==> src/rtl/uart_pkg.sv <==
// Shared types and constants for the UART word receiver: FSM states, frame geometry, byte packing order.
// Pure declarations; no logic, no latency, no backpressure.
package uart_pkg;

   typedef enum logic [1:0] {IDLE, START, DATA, STOP} state_t;

   localparam int BYTE_W           = 8;
   localparam int STOP_BITS        = 1;
   localparam int CLKS_PER_BIT_DEF = 434;
   localparam int WORD_W           = 2 * BYTE_W;
   localparam bit LOW_BYTE_FIRST   = 1'b1;

   // First byte off the wire lands in the low half when LOW_BYTE_FIRST is set.
   function automatic logic [WORD_W-1:0] pack_word(input logic [BYTE_W-1:0] first,
                                                   input logic [BYTE_W-1:0] second);
      return LOW_BYTE_FIRST ? {second, first} : {first, second};
   endfunction

endpackage

==> src/rtl/uart_rx_byte.sv <==
// 8N1 byte receiver: 2-flop synchroniser, baud counter and frame FSM; byte_valid/byte_err pulse one cycle after mid-stop.
// No backpressure: each pulse lasts one cycle and must be consumed immediately.
module uart_rx_byte
   import uart_pkg::*;
#(
   parameter int CLKS_PER_BIT = CLKS_PER_BIT_DEF
) (
   input  logic              clk,
   input  logic              rst,
   input  logic              rx,
   output logic [BYTE_W-1:0] rx_byte,
   output logic              byte_valid,
   output logic              byte_err,
   output logic              busy
);

   localparam int CNT_W = $clog2(CLKS_PER_BIT + 1);
   localparam logic [CNT_W-1:0] HALF_LOAD = CNT_W'(CLKS_PER_BIT / 2 - 1);
   localparam logic [CNT_W-1:0] FULL_LOAD = CNT_W'(CLKS_PER_BIT - 1);
   localparam logic [CNT_W-1:0] STOP_LOAD = CNT_W'(CLKS_PER_BIT * STOP_BITS - 1);
   localparam logic [2:0]       LAST_BIT  = 3'(BYTE_W - 1);

   logic              rx_meta, rx_s;
   state_t            state_q, state_d;
   logic [CNT_W-1:0]  cnt_q, cnt_d;
   logic [2:0]        bit_q, bit_d;
   logic [BYTE_W-1:0] shreg_q, shreg_d;
   logic              valid_q, valid_d;
   logic              err_q, err_d;
   logic              tick;

   always_ff @(posedge clk or posedge rst) begin
      if (rst) begin
         rx_meta <= 1'b1;
         rx_s    <= 1'b1;
         state_q <= IDLE;
         cnt_q   <= '0;
         bit_q   <= '0;
         shreg_q <= '0;
         valid_q <= 1'b0;
         err_q   <= 1'b0;
      end else begin
         rx_meta <= rx;
         rx_s    <= rx_meta;
         state_q <= state_d;
         cnt_q   <= cnt_d;
         bit_q   <= bit_d;
         shreg_q <= shreg_d;
         valid_q <= valid_d;
         err_q   <= err_d;
      end
   end

   assign tick = (cnt_q == '0);

   always_comb begin
      state_d = state_q;
      cnt_d   = cnt_q;
      bit_d   = bit_q;
      shreg_d = shreg_q;
      valid_d = 1'b0;
      err_d   = 1'b0;
      case (state_q)
         IDLE: begin
            if (!rx_s) begin
               state_d = START;
               cnt_d   = HALF_LOAD;
               bit_d   = '0;
            end
         end
         START: begin
            if (tick) begin
               // A start bit that has gone high again by mid-bit is line noise.
               if (!rx_s) begin
                  state_d = DATA;
                  cnt_d   = FULL_LOAD;
               end else begin
                  state_d = IDLE;
               end
            end else begin
               cnt_d = cnt_q - 1'b1;
            end
         end
         DATA: begin
            if (tick) begin
               shreg_d = {rx_s, shreg_q[BYTE_W-1:1]};
               cnt_d   = FULL_LOAD;
               if (bit_q == LAST_BIT) begin
                  bit_d   = '0;
                  state_d = STOP;
                  cnt_d   = STOP_LOAD;
               end else begin
                  bit_d = bit_q + 3'd1;
               end
            end else begin
               cnt_d = cnt_q - 1'b1;
            end
         end
         STOP: begin
            // Leaving at mid-stop-bit leaves half a bit of slack for back-to-back frames.
            if (tick) begin
               state_d = IDLE;
               valid_d = rx_s;
               err_d   = !rx_s;
            end else begin
               cnt_d = cnt_q - 1'b1;
            end
         end
         default: state_d = IDLE;
      endcase
   end

   assign rx_byte    = shreg_q;
   assign byte_valid = valid_q;
   assign byte_err   = err_q;
   assign busy       = (state_q != IDLE);

endmodule

==> src/rtl/uart_rx_word.sv <==
// Pairs received UART bytes into 16-bit words; write_en pulses one cycle after the second byte's valid pulse.
// No backpressure: the downstream register must accept every write_en pulse; a framing error drops any half word.
module uart_rx_word
   import uart_pkg::*;
#(
   parameter int CLKS_PER_BIT = CLKS_PER_BIT_DEF
) (
   input  logic              clk,
   input  logic              rst,
   input  logic              rx,
   output logic [WORD_W-1:0] data_out,
   output logic              write_en,
   output logic              frame_err,
   output logic              busy,
   output logic              half_word
);

   logic [BYTE_W-1:0] rx_byte;
   logic              byte_valid;
   logic              byte_err;
   logic [BYTE_W-1:0] low_q;

   uart_rx_byte #(
      .CLKS_PER_BIT(CLKS_PER_BIT)
   ) u_rx_byte (
      .clk       (clk),
      .rst       (rst),
      .rx        (rx),
      .rx_byte   (rx_byte),
      .byte_valid(byte_valid),
      .byte_err  (byte_err),
      .busy      (busy)
   );

   always_ff @(posedge clk or posedge rst) begin
      if (rst) begin
         data_out  <= '0;
         write_en  <= 1'b0;
         half_word <= 1'b0;
         low_q     <= '0;
      end else begin
         write_en <= 1'b0;
         if (byte_err) begin
            half_word <= 1'b0;
         end else if (byte_valid) begin
            if (!half_word) begin
               low_q     <= rx_byte;
               half_word <= 1'b1;
            end else begin
               data_out  <= pack_word(low_q, rx_byte);
               write_en  <= 1'b1;
               half_word <= 1'b0;
            end
         end
      end
   end

   assign frame_err = byte_err;

endmodule

==> config.mk <==
export PLATFORM = sky130hd
export DESIGN_NAME = uart_rx_word
export DESIGN_NICKNAME = d
export VERILOG_FILES = /design/src/rtl/uart_pkg.sv /design/src/rtl/uart_rx_byte.sv /design/src/rtl/uart_rx_word.sv
export SDC_FILE = /design/constraint.sdc
export NUM_CORES = 1
export LEC_CHECK = 0
export ABC_AREA = 1
export BUFFER_PORTS_ARGS = -buffer_cell sky130_fd_sc_hd__buf_4
export CORE_MARGIN = 1.5
export CORE_UTILIZATION = 30
export DETAILED_ROUTE_END_ITERATION = 8
export PLACE_DENSITY = 0.43
export SLEW_MARGIN = 20
export SYNTH_ARGS = -nofsm -noshare
export SYNTH_HDL_FRONTEND = slang
export SYNTH_SLANG_ARGS = --single-unit
==> constraint.sdc <==
create_clock -name clk -period 2 [get_ports clk]
set_input_delay 0.2 -clock clk [delete_from_list [all_inputs] [get_ports clk]]
set_output_delay 0.2 -clock clk [all_outputs]
set_load 0.01 [all_outputs]
==> results of run 1 <==
==> state kept, by name, indices dropped and copies added (netlist names), named ones only <==
| signal | flops |
|---|---|
| u_rx_byte.rx_byte | 8 |
| u_rx_byte.byte_err | 1 |
| u_rx_byte.cnt_q | 9 |
| write_en | 1 |
| u_rx_byte.bit_q | 3 |
| u_rx_byte.rx_s | 1 |
| data_out | 16 |
| half_word | 1 |
| u_rx_byte.byte_valid | 1 |
| u_rx_byte.state_q | 1 |
| u_rx_byte.rx_meta | 1 |
| low_q | 8 |
==> final timing paths <==
path | startpoint | end | depth (start not counted)
worst max-delay path | u_rx_byte.state_q[0] | u_rx_byte.bit_q[0] | 7
worst min-delay path | u_rx_byte.rx_meta | u_rx_byte.rx_s | 0
worst max register to register | u_rx_byte.state_q[0] | u_rx_byte.bit_q[0] | 7
worst min register to register | u_rx_byte.rx_meta | u_rx_byte.rx_s | 0
max in group asynchronous | rst | u_rx_byte.rx_s | 4
min in group asynchronous | rst | data_out[7] | 3
==> final cells by class <==
cell class | instances | area, µm²
flip-flops and latches | 52 | 1300
well taps | 102 | 128
fillers | 846 | 4910
inverters | 38 | 144
repair buffers | 26 | 213
clock inverters | 3 | 21.3
multi-input cells | 177 | 935
clock buffers | 5 | 68.8
==> metal layers <==
metal	wire [µm]	track usage	vias up
li1	-	-	912
met1	2170	0.158	782
met2	2110	0.191	25
met3	172	0.0287	5
met4	60	0.0423	0
met5	0	0	-
==> where the power goes <==
group	switching [mW]	internal [mW]	leakage (nW)
sequential	0.00197	1.05	0.701
clock	0.364	0.249	0.0445
combinational	0.0233	0.00979	0.689
total	0.390	1.31	1.43
==> worst reg2reg max path, delay by kind of cell, from the launching register on <==
family	cells	cell delay, ns
AND/OR/NAND/NOR	2	0.41
flip-flops	1	0.44
adder cells (fa/ha/maj)	1	0.27
AO/OA/AOI/OAI	1	0.15
buffers and inverters	3	0.34
==> repair_timing <==
item                                   in CTS  in global routing
hold buffers                                2                  0
endpoints found under the hold margin      24                  0
gates resized for setup                     0                  0
setup endpoints to repair                   0                  0
==> placed cells by master (no fill, tap or decap), types with 2 or more instances in the layout <==
master,count
o21ai_1,5
ha_1,8
nor2_2,2
dlygate4sd3_1,2
nor2_1,11
dfrtp_1,50
xor2_1,4
buf_4,23
clkbuf_8,5
nand2_1,78
nor2_4,2
o21ai_2,9
nand3_1,18
nand2_2,3
nand3_2,2
nand2_4,2
dfstp_2,2
o21ai_0,24
clkinv_2,2
inv_1,35
a21oi_1,4
==> cells by family after synthesis <==
family,synth area share
buffers and inverters,0.0692
and+or+nand+nor,0.225
adders and majority gates,0.0416
AOI/OAI and AO/OA,0.108
xor gates and xnor gates,0.0146
DFF,0.542
==> metrics.md, run 1 <==
| Metric | Value |
|---|---|
| Ys Warns | 0 |
| Fmax achieved | 0.593 GHz |
| Placed cell area | 2700 µm² |
| Final Instance Area | 2810 µm² |
| Gate Count Post-Synth | 271 |
| Core Footprint | around 7700 µm² |
| Top FF cell, synth | dfrtp_1 |
| Fin nets | 311 |
| Slew margin rel. | 0.641 |
| Setup Viol. Count Final | 0 |
| Inserted Clock Buffers | 5 |
| Post-layout min period | approximately 1.7 ns |
| Placed cells | 393 |
| PnR Total Power | 1.70 mW |
| Final Hold Fails | 0 |
| Fin crit share | 0.844 |
| R2R Setup Slk | between 0.3 and 0.4 ns |
| Cell Chain, Critical Path | inv_1, ha_1, inv_1, nor2_1, inv_1, or2_2, o21ai_0 |
| First drt pass iteration count | 4 |
| Setup TNS | 0 ns |
| DRC errors left | 0 |
| Post-DRT Antenna Nets | 0 |
| DR WL/cell | about 11 µm |
| Row count | 32 |
| #FFs+latches synth | 52 |
| Family with the most delay on the worst path | flip-flops |
| Req. time, crit path | around 2.2 ns |
| Netlist cell types | 26 |
| Clk root buf | clkbuf_8 |
| Post-synth top cells | nand2_1 (78), dfrtp_1 (50), inv_1 (36) |
| Fin cells | 403 |
| Asr flop ratio synth | 1.00 |
| Max stage delay cell, worst path | dfrtp_1 |
| Die width | 92.5 µm |
| Initial DRC count | 50 |
| Share of post-route cells with drive strength above 1 | 0.193 |
| CP Data Arrival Time | 1.92 ns |
| Peak supply drop | 222 µV |
| Vias in the first global route | 1742 |
| Critical path class | reg -> reg |
| Post-place setup slack | 0.327 ns |
| Crit-path max cell delay | between 0.4 and 0.5 ns |
| Synth top area share | 0.520 |
| Number of enable flip-flop cells after synthesis | 0 |
| Via count | around 1700 |
| Setup bufs post-CTS | 0 |
| Routed wire length | 4520 µm |
| Worst setup EP type | register |
| Area Growth Syn to Fin | 17.0% |
| Clock Sinks | 52 |
| Final cell utilization of the core | 0.364 |
| Diodes inserted | 0 |
| Global-route usage over all layers | 0.120 |
| Hold crit path type | reg -> reg |
| Actual slew at the worst max-slew pin | 0.538 ns |
| Port buffer count | 22 |
| Via density | 4.28 |
| Startpoint types | register |
| Top cells by area, synth | dfrtp_1 (52%), nand2_1 (12%), inv_1 (5.6%), o21ai_0 (5.0%), ha_1 (4.2%) |
| Total gr overflow | 0 |
| Max Cap Viol | 0 |
| CP dominant cell by count | inv_1 |
| CTS tree | built |
| Sequential area share after synthesis | 0.542 |
| CP bufs+invs | 3 |
| Outcome | complete, no violations |
| Die height | between 90 and 100 µm |
| IO Count | 23 |
| Top cell type by total area after synthesis | dfrtp_1 |
| Worst-path clk slew | 0.09 ns |
| Mapped Area | about 2400 µm² |
| RSZ-0062 raised after global routing | false |
| Clock Path Buffers | 2 |
| CP max FO | 6 |
| Global-route wire length before repair | 8100 µm |
| Antenna violations before repair | 0 |
| PD cells | ~610 nW/µm² |
| RD Place Congestion | roughly 0.79 |
| CTS H-tree lvls | 2 |
| Setup ws final | 0.313 ns |
| Clk_skew | 0.00696 ns |
| Fin. max-slew vios | 0 |
| Insertion delay to the later sink of the worst-skew pair | 0.31 ns |
| Initial Util | 0.311 |
| Static Leak | 1.43 nW |
| Most frequent cell after synthesis | nand2_1 |
| Worst hold margin | 0.361 ns |
| Largest net degree at the start of global routing | 30 |
| Detailed-placement wirelength estimate | between 3000 and 4000 µm |
| Syn_area_per_cell | 8.87 µm² |
| Area of the die | ~8600 µm² |
| Synthesized Nets | between 200 and 300 |
Power figures use the tool's default switching activity.
==> run 2: changes to the inputs <==
Settings changed: ABC_AREA 1 to 0, PLACE_DENSITY 0.43 to 0.45.
Clock period 2 ns to 1.5 ns, I/O delays scaled along.
==> run 2 against run 1 <==
Against the previous run:
- synthesized cell count fell by 15%
- sequential share of layout area fell by 8.2 points
- largest power group unchanged
- clock power rose by 64%
- the run now ends with setup timing left
- critical path type unchanged
- largest cell class unchanged
- cell count rose by 2.7%
- worst setup slack got worse by 0.68 ns
==> metrics.md, run 2 <==
| Metric | Value |
|---|---|
| Hold crit path type | reg -> reg |
| Sequential area share after synthesis | 0.544 (+0.00141) |
| Top cell type by total area after synthesis | dfrtp_1 |
| Most common cell after layout, fill and taps aside | buf_4 |
| Initial Util | 0.310 (-0.000810) |
| Worst-path clk slew | 0.11 ns (+0.02 ns) |
| Die width | 92.4 µm (-0.12%) |
| Gate Count Post-Synth | 230 (-15%) |
| PnR Total Power | 2.47 mW (+45%) |
| Post-synth top cells | nand2_1 (55), dfrtp_1 (50), mux2_2 (17) |
| Slew margin rel. | 0.686 (+0.0457) |
| Initial DRC count | 58 (+16%) |
| Peak supply drop | 444 µV (+100%) |
| IO Count | 23 (unchanged) |
| Top FF cell, synth | dfrtp_1 |
| WHS Endpoint | u_rx_byte.rx_s |
| Hold path start | u_rx_byte.rx_meta |
| Static Leak | 1.73 nW (+20%) |
| Asr flop ratio synth | 1.00 (unchanged) |
| Req. time, crit path | 1.71 ns (-0.52 ns) |
| Number of enable flip-flop cells after synthesis | 0 (unchanged) |
| Area Growth Syn to Fin | 42.6% |
| Share of post-route cells with drive strength above 1 | 0.429 (+0.237) |
| Fin. max-slew vios | 0 (unchanged) |
| RD Place Congestion | 0.810 (+2.9%) |
| Reg2reg end | u_rx_byte.bit_q[2] |
| Worst Hold Depth | 0 (unchanged) |
| Post-layout min period | 1.87 ns (+0.180 ns) |
| Fmax achieved | 0.535 GHz (-9.7%) |
| Critical path class | reg -> reg |
| Crit Reg-Reg Startpoint | u_rx_byte.cnt_q[0] |
| Most frequent cell after synthesis | nand2_1 |
| First drt pass iteration count | 4 (unchanged) |
| Reg area | 1300 µm² (unchanged) |
| Setup TNS | -6.38 ns (-6.38 ns) |
| Detailed-placement wirelength estimate | 3670 µm (+12%) |
| CP Data Arrival Time | 2.08 ns (+0.16 ns) |
| Worst hold margin | 0.362 ns (+0.000796 ns) |
| Clock Path Buffers | 2 (unchanged) |
| Die height | 92.4 µm (-0.12%) |
| Largest registers | data_out: 16 flops, u_rx_byte.cnt_q: 9 flops |
| Reg2Reg Depth | 7 (unchanged) |
| Mapped Area | 2400 µm² (-0.26%) |
| Outcome | complete, but fails checks |
| Port buffer count | 22 (unchanged) |
| Fillers | 765 (-9.6%) |
| Syn_area_per_cell | 10.4 µm² (+18%) |
| Total gr overflow | 0 (unchanged) |
| Insertion delay to the later sink of the worst-skew pair | 0.31 ns (about the same) |
| Clk_skew | 0.0128 ns (+0.00585 ns) |
| Setup ws final | -0.368 ns (-0.680 ns) |
| Via density | 4.58 (+7.2%) |
| Clk root buf | clkbuf_8 |
| CTS tree | built |
| Area of the multi-input gates | 1170 µm² (+25%) |
| Largest register FFs | 16 (unchanged) |
| PD cells | 721 nW/µm² (+19%) |
| DRC errors left | 0 (unchanged) |
| Core Footprint | 7730 µm² (unchanged) |
| Largest net degree at the start of global routing | 53 (+77%) |
| Post-DRT Antenna Nets | 0 (unchanged) |
| Antenna violations before repair | 0 (unchanged) |
| Vias in the first global route | 1909 (+9.6%) |
| Failing checks | setup timing |
| Clock Sinks | 52 (unchanged) |
| Actual slew at the worst max-slew pin | 0.468 ns (-0.0707 ns) |
| Top reg by flops | data_out |
| Most frequent cells in the layout | buf_4 (68), nand2_1 (53), dfrtp_1 (50) |
| Routed wire length | 5360 µm (+19%) |
| CTS H-tree lvls | 2 (unchanged) |
| #FFs+latches synth | 52 (unchanged) |
| Global-route wire length before repair | 9080 µm (+12%) |
| Worst setup EP type | register |
| Area of the die | 8540 µm² (-0.25%) |
| CP max FO | 3 (-3) |
| Startpoint types | register |
| Setup Viol. Count Final | 24 (+24) |
| Synthesized Nets | 241 (-15%) |
| RSZ-0062 raised after global routing | true |
| Max Cap Viol | 0 (unchanged) |
| Global-route usage over all layers | 0.137 (+0.0177) |
| R2R Setup Slk | -0.37 ns (-0.68 ns) |
| Diodes inserted | 0 (unchanged) |
| Top cells by area, synth | dfrtp_1 (52%), nand2_1 (8.6%), mux2_2 (8.0%), ha_1 (4.2%), dfstp_2 (2.2%) |
| Final cell utilization of the core | 0.443 (+0.0785) |
| Synth top area share | 0.522 (+0.00136) |
| Row count | 32 (unchanged) |
| Via count | 1898 (+10%) |
| Netlist cell types | 46 (+77%) |
| Final Hold Fails | 0 (unchanged) |
| Ys Warns | 0 (unchanged) |
| Fin crit share | 1.25 (+0.401) |
| Fin nets | 322 (+3.5%) |
| DR WL/cell | 12.9 µm (+15%) |
| Inserted Clock Buffers | 5 (unchanged) |
==> run 2: per-stage QoR <==
| step | cells | setup slack (ns) | cell area [µm²] |
|---|---|---|---|
| after floorplan | 230 | -0.313 | 2420 |
| after global placement | 393 | -0.360 | 3050 |
| after detailed placement | 393 | -0.379 | 3050 |
| after CTS | 408 | -0.355 | 3320 |
| after global routing | 414 | -0.435 | 3420 |
| final | 414 | -0.368 | 3420 |
==> run 2: how the worst max path moves through the flow <==
stage	from	end	slack, ns
2_1_floorplan	u_rx_byte.cnt_q[0]	u_rx_byte.cnt_q[3]	-0.31
3_3_place_gp	u_rx_byte.cnt_q[0]	u_rx_byte.cnt_q[5]	-0.36
3_5_place_dp	u_rx_byte.cnt_q[0]	u_rx_byte.cnt_q[5]	-0.38
4_1_cts	u_rx_byte.cnt_q[1]	u_rx_byte.cnt_q[3]	-0.35
5_1_grt	u_rx_byte.cnt_q[0]	u_rx_byte.cnt_q[5]	-0.44
6_report	u_rx_byte.cnt_q[0]	u_rx_byte.bit_q[2]	-0.37
==> run 2: cells by family (layout without fill, tap and decap cells) <==
| logic type | count (synthesis) | count (layout) | share of synthesized area |
|---|---|---|---|
| AO/OA/AOI/OAI | 41 | 41 | 0.113 |
| XOR/XNOR | 1 | 1 | 0.00365 |
| adder cells (fa/ha/maj) | 8 | 8 | 0.0417 |
| buffers and inverters | 19 | 101 | 0.0334 |
| flip-flops | 52 | 52 | 0.544 |
| multiplexers | 19 | 19 | 0.0882 |
| AND/OR/NAND/NOR | 90 | 90 | 0.176 |
==> run 2: routing by layer <==
metal | wire, µm | track usage
met2 | 2450 | 0.221
met1 | 2670 | 0.181
met4 | 80 | 0.0500
met5 | 0 | 0
met3 | 155 | 0.0296
==> run 2: where the power goes <==
part / leakage (nW) / switching (mW) / internal, mW
combinational: 0.970 / 0.0328 / 0.0185
sequential: 0.701 / 0.00353 / 1.41
clock: 0.0558 / 0.500 / 0.506
==> run 2: worst max-delay path, cell delays in order, from the launching register on <==
cell and delay, ns:
dfrtp_1 0.40, inv_2 0.07, ha_4 0.13, or4b_4 0.49, buf_4 0.16, o31ai_4 0.16
o21ai_1 0.09, a32o_1 0.25
==> run 2: what timing repair did <==
action                                 4_1_cts  5_1_grt
cloned                                       1        0
resized for setup                           21       19
setup endpoints to repair                   25       25
pin swaps                                   11       15
setup buffers                                4        9
endpoints found under the hold margin       51        0
hold buffers                                 2        0
==> run 2: layout make-up <==
| class | instances | share of cell area |
|---|---|---|
| Timing Repair Buffer | 80 | 0.193 |
| Tap cell | 102 | 0.0373 |
| Clock inverter | 2 | 0.0113 |
| Inverter | 13 | 0.0143 |
| Clock buffer | 6 | 0.0212 |
| Multi-Input combinational cell | 159 | 0.341 |
| Sequential cell | 52 | 0.381 |
==> run 3: changes to the inputs <==
Settings changed: CTS_BUF_LIST set to sky130_fd_sc_hd__clkbuf_8.
==> run 3 against run 2 <==
Against the previous run:
- the flow still finishes with violations (setup timing)
- largest power group unchanged
- critical path depth unchanged
- worst setup slack about the same
- combinational power hardly changed
- highest routed layer unchanged
- cell area stayed put
- core utilization unchanged
- sequential cell count is the same
- total power shrank 0.24%
- maximum frequency about the same
- critical endpoint unchanged
- clock-buffer cell count is 1 lower
==> metrics.md, run 3 (synthesized netlist as in run 2, its figures left out) <==
| Metric | Value |
|---|---|
| Outcome | complete, but fails checks |
| Failing checks | setup timing |
| Startpoint types | register |
| Post-place setup slack | -0.379 ns (unchanged) |
| Die width | 92.4 µm (unchanged) |
| RD Place Congestion | 0.810 (unchanged) |
| WHS Endpoint | u_rx_byte.rx_s |
| Routed wire length | 5340 µm (-0.37%) |
| Setup ws final | -0.368 ns (-0.000191 ns) |
| Reg2reg end | u_rx_byte.bit_q[2] |
| Via count | 1901 (+0.16%) |
| Clock Sinks | 52 (unchanged) |
| Worst Hold Depth | 0 (unchanged) |
| Static Leak | 1.73 nW (+0.24%) |
| PD cells | 720 nW/µm² (-0.24%) |
| Max Cap Viol | 0 (unchanged) |
| CP Data Arrival Time | 2.08 ns (about the same) |
| Hold crit path type | reg -> reg |
| Slew margin rel. | 0.685 (-0.000897) |
| Global-route usage over all layers | 0.137 (unchanged) |
| Die height | 92.4 µm (unchanged) |
| Post-layout min period | 1.87 ns (+0.000191 ns) |
| Critical path class | reg -> reg |
| Initial Util | 0.310 (unchanged) |
| Actual slew at the worst max-slew pin | 0.469 ns (+0.00134 ns) |
| Area of the die | 8540 µm² (unchanged) |
| Antenna violations before repair | 0 (unchanged) |
| Post-DRT Antenna Nets | 0 (unchanged) |
| Top reg by flops | data_out |
| Via density | 4.59 (+0.16%) |
| Share of post-route cells with drive strength above 1 | 0.429 (unchanged) |
| Port buffer count | 22 (unchanged) |
| Final Hold Fails | 0 (unchanged) |
| Total gr overflow | 0 (unchanged) |
| Placed cell area | 3050 µm² (unchanged) |
| Row count | 32 (unchanged) |
| Final Instance Area | 3420 µm² (unchanged) |
| Worst setup EP type | register |
| Setup Viol. Count Final | 24 (unchanged) |
| Worst hold margin | 0.362 ns (unchanged) |
| First drt pass iteration count | 4 (unchanged) |
| Area of the multi-input gates | 1170 µm² (unchanged) |
| Hold path start | u_rx_byte.rx_meta |
| Fin nets | 322 (unchanged) |
| Worst-path clk slew | 0.11 ns (about the same) |
| CTS H-tree lvls | 2 (unchanged) |
| DRC errors left | 0 (unchanged) |
| IO Count | 23 (unchanged) |
| Global-route wire length before repair | 9080 µm (unchanged) |
| Detailed-placement wirelength estimate | 3670 µm (unchanged) |
| CP max FO | 3 (unchanged) |
| Area Growth Syn to Fin | 42.6% (unchanged) |
| CTS tree | built |
| Fin crit share | 1.25 (about the same) |
| Clk root buf | clkbuf_8 |
| DR WL/cell | 12.9 µm (-0.37%) |
| Peak supply drop | 437 µV (-1.5%) |
| Core Footprint | 7730 µm² (unchanged) |
| Fin. max-slew vios | 0 (unchanged) |
| Diodes inserted | 0 (unchanged) |
| Placed cells | 393 (unchanged) |
| Clock Path Buffers | 2 (unchanged) |
| Fin cells | 414 (unchanged) |
| Largest register FFs | 16 (unchanged) |
| Inserted Clock Buffers | 5 (unchanged) |
| Fillers | 765 (unchanged) |
| R2R Setup Slk | -0.37 ns (about the same) |
| Largest registers | data_out: 16 flops, u_rx_byte.cnt_q: 9 flops |
| Reg area | 1300 µm² (unchanged) |
| RSZ-0062 raised after global routing | true |
| Reg2Reg Depth | 7 (unchanged) |
| Initial DRC count | 58 (unchanged) |
| Vias in the first global route | 1909 (unchanged) |
| Req. time, crit path | 1.71 ns (about the same) |
| Insertion delay to the later sink of the worst-skew pair | 0.31 ns (about the same) |
| Fmax achieved | 0.535 GHz (about the same) |
| Clk_skew | 0.0128 ns (+0.000000100 ns) |
| Most frequent cells in the layout | buf_4 (68), nand2_1 (53), dfrtp_1 (50) |
| Most common cell after layout, fill and taps aside | buf_4 |
| Crit Reg-Reg Startpoint | u_rx_byte.cnt_q[0] |
| Largest net degree at the start of global routing | 53 (unchanged) |
run 3: cell types whose count changed in the layout (fill, tap and decap cells not counted):
cell      previous run  this run
clkbuf_1             1         0
inv_1                6         7
run 3: layer usage:
metal  GRT usage  up-vias  wire length, µm
met5           0        -                0
met4      0.0500        0               80
met3      0.0296        8              155
met2       0.221       29             2450
met1       0.181      907             2650
li1            -      957                -
run 3: worst max-delay path by stage:
stage / startpoint / end / slack [ns] / depth (start not counted)
6_report: u_rx_byte.cnt_q[0] / u_rx_byte.bit_q[2] / -0.37 / 7
5_1_grt: u_rx_byte.cnt_q[0] / u_rx_byte.cnt_q[5] / -0.44 / 7
4_1_cts: u_rx_byte.cnt_q[1] / u_rx_byte.cnt_q[3] / -0.35 / 7
3_5_place_dp: u_rx_byte.cnt_q[0] / u_rx_byte.cnt_q[5] / -0.38 / 7
3_3_place_gp: u_rx_byte.cnt_q[0] / u_rx_byte.cnt_q[5] / -0.36 / 7
2_1_floorplan: u_rx_byte.cnt_q[0] / u_rx_byte.cnt_q[3] / -0.31 / 6
run 3: layout make-up:
type / instances / area share
Multi-Input combinational cell: 159 / 0.341
Clock inverter: 3 / 0.0124
Tap cell: 102 / 0.0373
Inverter: 13 / 0.0143
Timing Repair Buffer: 80 / 0.193
Clock buffer: 5 / 0.0201
Sequential cell: 52 / 0.381
run 3: what timing repair did:
item | in CTS | in global routing
hold buffers | 2 | 0
pin swaps | 11 | 15
buffers inserted | 4 | 9
resized for setup | 21 | 19
gates cloned | 1 | 0
hold endpoints to repair | 51 | 0
setup endpoints to repair | 25 | 25
run 3: stage by stage:
stage                util  TNS (ns)  power [mW]
floorplan               -     -4.76        1.46
global placement    0.395     -5.69        1.49
detailed placement  0.395     -5.49        1.49
CTS                 0.429     -6.10        2.49
global route        0.443     -8.00        2.55
finish              0.443     -6.39        2.46
run 3: power breakdown:
group | switching [mW] | internal, mW | leakage, nW
registers | 0.00352 | 1.41 | 0.701
clock network | 0.501 | 0.499 | 0.0599
logic | 0.0326 | 0.0185 | 0.970
total | 0.537 | 1.92 | 1.73
run 3: critical path, stage by stage (launching register included):
cell     delay, ns
dfrtp_1       0.40
inv_2         0.07
ha_4          0.13
or4b_4        0.49
buf_4         0.16
o31ai_4       0.16
o21ai_1       0.09
a32o_1        0.25
